==> src/rtl/wrr_pkg.sv <==
`default_nettype none
// ============================================================================
//  Module      : wrr_pkg
//  Description : Shared types, reset constants and helpers for the weighted
//                round-robin grant scheduler.
//                  state_t     - scheduler FSM state (IDLE / HOLD)
//                  WEIGHT_RST  - reset value of every weight and credit
//                  PTR_RST     - reset value of the round-robin pointer
//                  onehot2idx  - one-hot (up to 16 bits) to binary index
//  Revision    : 1.0 - initial release
// ============================================================================
package wrr_pkg;

    typedef enum logic [0:0] {
        IDLE = 1'b0,
        HOLD = 1'b1
    } state_t;

    localparam int WEIGHT_RST = 1;
    localparam int PTR_RST    = 0;

    // OR-reduction encoder: exact for one-hot inputs, 0 for an all-zero input.
    function automatic logic [3:0] onehot2idx(input logic [15:0] oh);
        logic [3:0] r;
        r = '0;
        for (int i = 0; i < 16; i++) begin
            if (oh[i]) begin
                r = r | 4'(i);
            end
        end
        return r;
    endfunction

endpackage
`default_nettype wire

==> src/rtl/wrr_rr_pick.sv <==
`default_nettype none
// ============================================================================
//  Module      : wrr_rr_pick
//  Description : Combinational cyclic priority picker. Returns the first set
//                request bit found scanning ptr, ptr+1, ... (mod N).
//  Ports       : req    in  [N-1:0]   request vector
//                ptr    in  [IDW-1:0] scan start position
//                hit    out           any request present
//                idx    out [IDW-1:0] binary index of the winner
//                onehot out [N-1:0]   one-hot winner (0 when no hit)
//  Revision    : 1.0 - initial release
// ============================================================================
module wrr_rr_pick
    import wrr_pkg::*;
#(
    parameter int N   = 4,
    parameter int IDW = $clog2(N)
) (
    input  logic [N-1:0]   req,
    input  logic [IDW-1:0] ptr,
    output logic           hit,
    output logic [IDW-1:0] idx,
    output logic [N-1:0]   onehot
);

    // w_hi_oh: lowest request at or above ptr (no wrap needed).
    // w_lo_oh: lowest request overall, used when the scan has to wrap.
    logic [N-1:0] w_hi_oh;
    logic [N-1:0] w_lo_oh;

    always_comb begin
        w_hi_oh = '0;
        w_lo_oh = '0;
        for (int j = N - 1; j >= 0; j--) begin
            if (req[j]) begin
                w_lo_oh    = '0;
                w_lo_oh[j] = 1'b1;
            end
            if (req[j] && (j >= int'(ptr))) begin
                w_hi_oh    = '0;
                w_hi_oh[j] = 1'b1;
            end
        end
    end

    assign hit    = |req;
    assign onehot = (|w_hi_oh) ? w_hi_oh : w_lo_oh;
    assign idx    = IDW'(onehot2idx(16'(onehot)));

endmodule
`default_nettype wire

==> src/rtl/wrr_grant_sched.sv <==
`default_nettype none
// ============================================================================
//  Module      : wrr_grant_sched
//  Description : Weighted round-robin scheduler sharing one resource among N
//                requesters. A grant is held for a whole transaction and is
//                released by a done pulse; each requester may take up to
//                weight[i] back-to-back transactions before priority moves on.
//                Optional feature macro: WRR_TIMEOUT_EN (forced release after
//                TIMEOUT HOLD cycles without done, flagged on timeout_err).
//  Ports       : clk, rst (sync, active high)
//                req[N]          level-sensitive requests
//                done            transaction complete pulse
//                cfg_we/cfg_idx/cfg_weight  weight write port
//                grant[N], grant_id, grant_vld, timeout_err  (registered)
//  Revision    : 1.0 - initial release
// ============================================================================
module wrr_grant_sched
    import wrr_pkg::*;
#(
    parameter int N       = 4,
    parameter int CW      = 4,
    parameter int TIMEOUT = 64,
    localparam int IDW    = $clog2(N)
) (
    input  logic           clk,
    input  logic           rst,
    input  logic [N-1:0]   req,
    input  logic           done,
    input  logic           cfg_we,
    input  logic [IDW-1:0] cfg_idx,
    input  logic [CW-1:0]  cfg_weight,
    output logic [N-1:0]   grant,
    output logic [IDW-1:0] grant_id,
    output logic           grant_vld,
    output logic           timeout_err
);

    state_t         r_state;
    state_t         w_state_nxt;
    logic [IDW-1:0] r_ptr;
    logic [N-1:0]   r_grant;
    logic [IDW-1:0] r_grant_id;
    logic [CW-1:0]  r_weight [N];
    logic [CW-1:0]  r_credit [N];

    logic           w_hit;
    logic [IDW-1:0] w_pick_idx;
    logic [N-1:0]   w_pick_oh;
    logic           w_take;
    logic           w_release;
    logic           w_tmo_hit;
    logic           w_tmo_rel;
    logic [CW-1:0]  w_cred_dec;
    logic [IDW-1:0] w_id_next;
    logic           w_cfg_ok;
    logic [CW-1:0]  w_cfg_val;

    wrr_rr_pick #(
        .N   (N),
        .IDW (IDW)
    ) u_pick (
        .req    (req),
        .ptr    (r_ptr),
        .hit    (w_hit),
        .idx    (w_pick_idx),
        .onehot (w_pick_oh)
    );

    assign w_cred_dec = r_credit[r_grant_id] - CW'(1);
    assign w_id_next  = (32'(r_grant_id) == N - 1) ? '0 : r_grant_id + IDW'(1);
    assign w_cfg_ok   = cfg_we && (32'(cfg_idx) < N);
    assign w_cfg_val  = (cfg_weight == '0) ? CW'(1) : cfg_weight;

`ifdef WRR_TIMEOUT_EN
    localparam int TW = $clog2(TIMEOUT) + 1;

    logic [TW-1:0] r_hold_cnt;
    logic          r_tmo_err;

    // Held at zero outside HOLD, so it always starts from zero on HOLD entry.
    always_ff @(posedge clk) begin
        if (rst || (r_state != HOLD)) begin
            r_hold_cnt <= '0;
        end else if (!done) begin
            r_hold_cnt <= r_hold_cnt + TW'(1);
        end
    end

    always_ff @(posedge clk) begin
        if (rst) begin
            r_tmo_err <= 1'b0;
        end else begin
            r_tmo_err <= w_tmo_rel;
        end
    end

    assign w_tmo_hit = (r_hold_cnt == TW'(TIMEOUT - 1));
`else
    assign w_tmo_hit = 1'b0;
`endif

    // Next-state logic. A done arriving together with the timeout wins and
    // is treated as an ordinary completion.
    always_comb begin
        w_state_nxt = r_state;
        w_take      = 1'b0;
        w_release   = 1'b0;
        w_tmo_rel   = 1'b0;
        case (r_state)
            IDLE: begin
                if (w_hit) begin
                    w_state_nxt = HOLD;
                    w_take      = 1'b1;
                end
            end
            HOLD: begin
                if (done || w_tmo_hit) begin
                    w_state_nxt = IDLE;
                    w_release   = 1'b1;
                    w_tmo_rel   = !done;
                end
            end
            default: w_state_nxt = IDLE;
        endcase
    end

    // State register plus pointer / credit / weight bookkeeping.
    always_ff @(posedge clk) begin
        if (rst) begin
            r_state    <= IDLE;
            r_ptr      <= IDW'(PTR_RST);
            r_grant    <= '0;
            r_grant_id <= '0;
            for (int i = 0; i < N; i++) begin
                r_weight[i] <= CW'(WEIGHT_RST);
                r_credit[i] <= CW'(WEIGHT_RST);
            end
        end else begin
            r_state <= w_state_nxt;

            if (w_cfg_ok) begin
                r_weight[cfg_idx] <= w_cfg_val;
            end

            if (w_take) begin
                r_grant    <= w_pick_oh;
                r_grant_id <= w_pick_idx;
                // The pointer holder was skipped: its remaining burst is lost.
                if (w_pick_idx != r_ptr) begin
                    r_credit[r_ptr] <= r_weight[r_ptr];
                end
            end

            if (w_release) begin
                r_grant    <= '0;
                r_grant_id <= '0;
                if (w_tmo_rel || (w_cred_dec == '0)) begin
                    r_credit[r_grant_id] <= r_weight[r_grant_id];
                    r_ptr                <= w_id_next;
                end else begin
                    r_credit[r_grant_id] <= w_cred_dec;
                    r_ptr                <= r_grant_id;
                end
            end
        end
    end

    // Output decode: everything visible is a register.
    always_comb begin
        grant     = r_grant;
        grant_id  = r_grant_id;
        grant_vld = |r_grant;
`ifdef WRR_TIMEOUT_EN
        timeout_err = r_tmo_err;
`else
        timeout_err = 1'b0;
`endif
    end

endmodule
`default_nettype wire

==> config.mk <==
export PLATFORM = sky130hd
export DESIGN_NAME = wrr_grant_sched
export DESIGN_NICKNAME = d
export VERILOG_FILES = /design/src/rtl/wrr_pkg.sv /design/src/rtl/wrr_rr_pick.sv /design/src/rtl/wrr_grant_sched.sv
export SDC_FILE = /design/constraint.sdc
export NUM_CORES = 1
export LEC_CHECK = 0
export CAP_MARGIN = 20
export CORE_UTILIZATION = 40
export DETAILED_ROUTE_END_ITERATION = 8
export SLEW_MARGIN = 20
export SYNTH_ARGS = -nofsm -noshare
export SYNTH_HDL_FRONTEND = slang
export SYNTH_HIERARCHICAL = 1
export SYNTH_SLANG_ARGS = --single-unit
==> constraint.sdc <==
create_clock -name clk -period 3.9 [get_ports clk]
set_input_delay 0.585 -clock clk [delete_from_list [all_inputs] [get_ports clk]]
set_output_delay 0.585 -clock clk [all_outputs]
set_load 0.02 [all_outputs]
; ---- Word-level counts from Yosys, hierarchy flattened
; Memories as Yosys holds them, arrays and structs flattened. A register that Yosys moved wholly into a read port is not among the register bits.
; Index checks and enable logic that the tools add are counted.
[classes]
bitwise_logic = 2
order_cmp = 3
n_reduce_logical = 14
eq_ne = 2
muxes = 55
add_sub_neg = 2
[op_table]
columns = cell, count
row1 = 4-bit two-way mux, 13
row2 = 1-bit two-way mux, 28
row3 = 2-bit two-way mux, 13
row4 = 4-bit OR reduction, 6
row5 = 4-bit logical NOT, 2
row6 = "1-bit by 2-bit >= comparator with 1-bit output, first input constant", 2
row7 = "4-bit by 1-bit subtractor with 4-bit output, second input constant", 1
row8 = 1-bit logical AND, 3
row9 = "2-bit by 1-bit adder with 2-bit output, second input constant", 1
row10 = "2-bit == test, second input constant", 1
row11 = "2-bit >= comparator, first input constant", 1
row12 = 2-bit inequality test, 1
row13 = 1-bit case mux with 2 select lines, 1
row14 = 2-bit OR reduction, 1
row15 = 1-bit logical NOT, 1
row16 = 1-bit logical OR, 1
row17 = 1-bit NOT, 1
row18 = 1-bit OR, 1
[totals]
output_inout_bits = 8
n_memories = 2
in_bits = 14
elab_cells = 84
ff_bits = 9
ramBits = 32
[memory_table]
columns = name, words, width, read_ports, rd_clocked_by_memory_dff, write_ports, line
row1 = r_credit, 4, 4, 1, 1, 4, wrr_grant_sched.sv:44  ; logic [CW-1:0] r_credit [N];
row2 = r_weight, 4, 4, 2, 2, 4, wrr_grant_sched.sv:43  ; logic [CW-1:0] r_weight [N];

; ---- Longest topological paths before layout
[depth]
ltp_word = 18
depth_mapped = 9
depth_no_buf = 8

; ---- Cells and area by module
; The synthesis kept the hierarchy.
[modules_own_cells]
columns = mod, n_inst, seq_area_each_um2, cells_each, area_each_um2
row1 = wrr_grant_sched, 1, 1221.2, 189, 2329.7
row2 = wrr_rr_pick, 1, 0.0, 31, 215.2

; ---- Least setup slack after synthesis
; OpenSTA, ideal clock, no wires.
[synth_path]
path_kind = register to register
start = register with a tool-made name
end = memory r_credit[2][1] (data pin)
path_stages_with_launch = 9
setup_time_ps = 272
setup_slack_ps = 1533
period_less_slack_ps = 2367
t_arrival_ps = 2095
n_path_buf = 1
t_required_ps = 3628
cell_sequence = dfxtp_1 -> buf_6 -> mux4_2 -> inv_1 -> ha_1 -> nor3b_1 -> a31oi_4 -> mux2i_1 -> a21oi_1
[synth_lines]
columns = element, line
row1 = end: declaration, wrr_grant_sched.sv:44

==> results.md <==
Setup path:
- The required time of the critical path is 3.93 ns.
- The worst setup path is captured at a flop.
- The critical path start-end classification is reg2reg.
- The worst setup path is launched from a flop.
- For the worst setup path, the data arrival time is 2.99 ns.
- Of all nets on the critical path, the largest fanout is 8.
- The maximum single-stage delay on the critical path is 0.64 ns.
- The signal on the critical path passes through mux4_2 > inv_1 > ha_1 > nor3b_1 > a31oi_4 > mux2i_1 > a21oi_1.
- The slowest stage of the critical path is the sky130_fd_sc_hd__mux4_2 cell.
- The slack of the worst reg-to-reg path is 0.94 ns.

Die:
- The horizontal extent of the die is 81.8 um.
- The die covers 6690 sq um.
- In this run the vertical extent of the chip is 81.8 um.
- The I/O pin total is 22.
- The number of core rows is 28.
- The initial core utilization is 42.2%.
- After floorplanning, the core was sized to cover 6030 sq um.

Yosys:
- Summing the sequential cell areas from Yosys gives 48.0% of the chip area.
- The cell area that synthesis handed to floorplanning was 2540 sq um.
- The complex-gate fraction of the synthesized area is 12.9%.
- The xor and xnor fraction of the mapped netlist area is 1.03%.
- The count of flip-flops with a built-in enable after synthesis is 32.
- The largest family of logic cells by synthesized area is simple AND/OR/NAND/NOR gates.
- The net count after synthesis is 237.
- The synthesized netlist cell count is 220.
- In this run the biggest area consumer among cell types represents 37.8% of the synthesized area.
- The count of state elements after synthesis is 45.
- After Yosys synthesis, and, or, nand and nor cells account for 17.9% of the synthesized area.
- The dominant synthesized flop cell is sky130_fd_sc_hd__edfxtp_1.
- The largest total area in the synthesized netlist belongs to sky130_fd_sc_hd__edfxtp_1.
- The netlist uses 54 different library cells.
- Counting flops with an async set or reset pin after synthesis yields a share of 0%.
- The arithmetic-cell share of the synthesized area counting full adders, half adders and majority gates is 1.47%.
- After synthesis, the cell types taking the most area are sky130_fd_sc_hd__edfxtp_1, sky130_fd_sc_hd__dfxtp_1, sky130_fd_sc_hd__mux4_2.
- The total of warnings raised by yosys is 6.
- Dividing the synthesized area by the synthesized cell count gives 11.6 sq um.
- Of the post-synthesis cell area, the part taken by muxes is 13.3%.

Worst hold path:
- The tightest min-delay check is of the reg2reg type.

Finish:
- 0 antenna diodes ended up in the layout.
- The final standard cell utilization of the core is 47.4%.
- For this run, the post-layout net count is 254.
- After routing the design area is 2850 sq um.
- The count of placed standard cells in the final layout, fillers left out is 313.
- The share of final-layout standard cells stronger than drive strength 1 is 12.6%.
- The area growth from synthesis to layout is 12.1%.

Detailed routing:
- The number of nets still failing antenna checks after routing is 0.
- The first-iteration detailed-routing DRC count is 77.
- For this run, design rule violations remaining after detail routing come to 0.
- After detailed routing, the total wire length is 4.97 mm.
- The number of iterations in the first detailed-routing pass is 4.
- The post-detailed-route via-to-cell ratio is 5.42.
- The routed length per instance is 15.9 um.
- The routed via count is 1696.

Timing:
- The share of the clock period used by the worst path after layout is 75.8%.
- The total count of max-transition violations in the final report came to 0.
- Headroom to the max-slew limit came out at 63.1%.
- For the final database, setup skew stands at 0.00635 ns.
- The total setup violations reported at the end of the flow is 0.
- Derived from the worst setup path, the maximum achievable clock frequency is 338 MHz.
- Setup repair after global routing left no endpoint under its margin.
- The pin slew with the least headroom to its limit is 0.553 ns.
- The post-layout minimum cycle time is 2.96 ns.
- The aggregate negative setup slack is 0 ns.
- The final hold violation count is 0.

Clock network:
- In this run, CTS created clock tree buffers numbering 5.
- The root cell of the clock tree is sky130_fd_sc_hd__clkbuf_8.
- The number of setup buffers added after CTS is 0.
- The clock insertion delay at the later pin of the skew report is 0.30 ns.
- The H-tree depth is 2.
- After clock tree synthesis, the clock-pin slew on the worst setup and hold paths is 0.08 ns.
- The count of instances resized after the clock tree is built is 0.
- The post-cts hold buffer count is 0.
- The clock passes through at most 2 buffers.
- The clock sink count is 45.
- TritonCTS built the clock tree.

Power and ir drop:
- The overall power after layout is 1.11 mW.
- For this design the static power due to leakage is 1.04 nW.
- VDD sags by at most 0.000177 V.
- The power density over the cells is 389 nW/um^2.

Placed design:
- The HPWL after detailed placement is 3.81 mm.
- The number of cells in the design after placement is 305.
- Once placement finished, the instance area stood at 2750 sq um.
- Buffers placed on the I/O ports in this run total 20.
- Routability-driven placement finished with a final weighted congestion of 0.777.

Global routing:
- The number of antenna violations at the first check in global routing came to 0.
- The total track usage is 17.0%.
- The first global-routing pass estimated 8.29 mm of wire.
- The total congestion overflow is 0.
- The number of global-route vias before repair is 1617.
- Entering global routing, the biggest net connects 15 pins.

Status:
- The run finished with clean final reports.

Job:
- The total of max-cap violations is 0.
registers in the layout, indices dropped and copies added, names as in the netlist, named ones only:
signal,flops
grant_id,2
grant,4
r_weight,16
r_state,1
r_credit,16
r_ptr,2
per-stage QoR:
| step | hold slack (ns) | setup WS, ns |
|---|---|---|
| global route | 0.525 | 0.754 |
| CTS | 0.482 | 0.933 |
| finish | 0.476 | 0.942 |
| global placement | 0.464 | 0.794 |
| floorplan | 0.480 | 1.53 |
| detailed placement | 0.470 | 0.764 |
worst max-delay path, delay by kind of cell (launching register included):
kind / cells / cell delay [ns]
muxes: 2 / 1.05
adders and majority gates: 1 / 0.22
DFF: 1 / 0.63
AOI/OAI and AO/OA: 2 / 0.34
and+or+nand+nor: 1 / 0.35
buffers and inverters: 1 / 0.11
cell usage after synthesis (all sizes together), types with 4 or more instances:
| cell type | number |
|---|---|
| nor3 | 5 |
| edfxtp | 32 |
| a21oi | 13 |
| nand2 | 21 |
| buf | 8 |
| and2 | 11 |
| dfxtp | 13 |
| inv | 9 |
| mux4 | 12 |
| mux2i | 4 |
| nor2 | 22 |
| and3 | 4 |
| nor2b | 6 |
| nand2b | 7 |
| o22ai | 5 |
cells in the final DEF, fill, tap and decap left out, drive strengths merged, types with 3 or more instances in the layout:
master / n
a21oi: 13
clkbuf: 6
nor3: 5
xnor2: 3
and3: 4
o21ai: 3
nand2: 21
nor2b: 6
mux4: 12
o21bai: 3
nor2: 22
dfxtp: 13
inv: 9
and2: 11
clkdlybuf4s50: 20
nand2b: 7
o22ai: 5
ha: 3
or2: 3
mux2i: 4
edfxtp: 32
layer usage:
layer	share of wire (%)	vias to the layer above	track usage, %
met5	0	-	0
met2	48	35	26.7
met1	47	813	22.4
li1	-	844	-
met4	1.0	0	7.02
met3	3.7	4	3.89
final timing paths:
| kind | to | cells after the start | start |
|---|---|---|---|
| setup / recovery | r_credit[0][1] | 7 | flop |
| hold / removal | grant[0] | 2 | grant[0] |
| setup reg to reg | r_credit[0][1] | 7 | flop |
| hold reg to reg | grant[0] | 2 | grant[0] |
power by group:
group / total, mW / switching [mW] / internal (mW)
combinational: 0.191 / 0.0988 / 0.0927
clock: 0.345 / 0.155 / 0.190
sequential: 0.575 / 0.0252 / 0.550
logic make-up after synthesis:
kind of cell	count (synthesis)
multiplexers	17
adder cells (fa/ha/maj)	3
other	1
AO/OA/AOI/OAI	44
XOR/XNOR	3
buffers and inverters	20
flip-flops	45
AND/OR/NAND/NOR	87
final cells by class:
cell class | count | area (sq um)
clock buffers | 6 | 72.6
multi-input cells | 155 | 1190
flip-flops and latches | 45 | 1220
fillers | 573 | 3170
well taps | 75 | 93.8
repair buffers | 21 | 208
inverters | 9 | 33.8
clock inverters | 2 | 35.0
No activity file was read; power rests on OpenSTA's default activity.
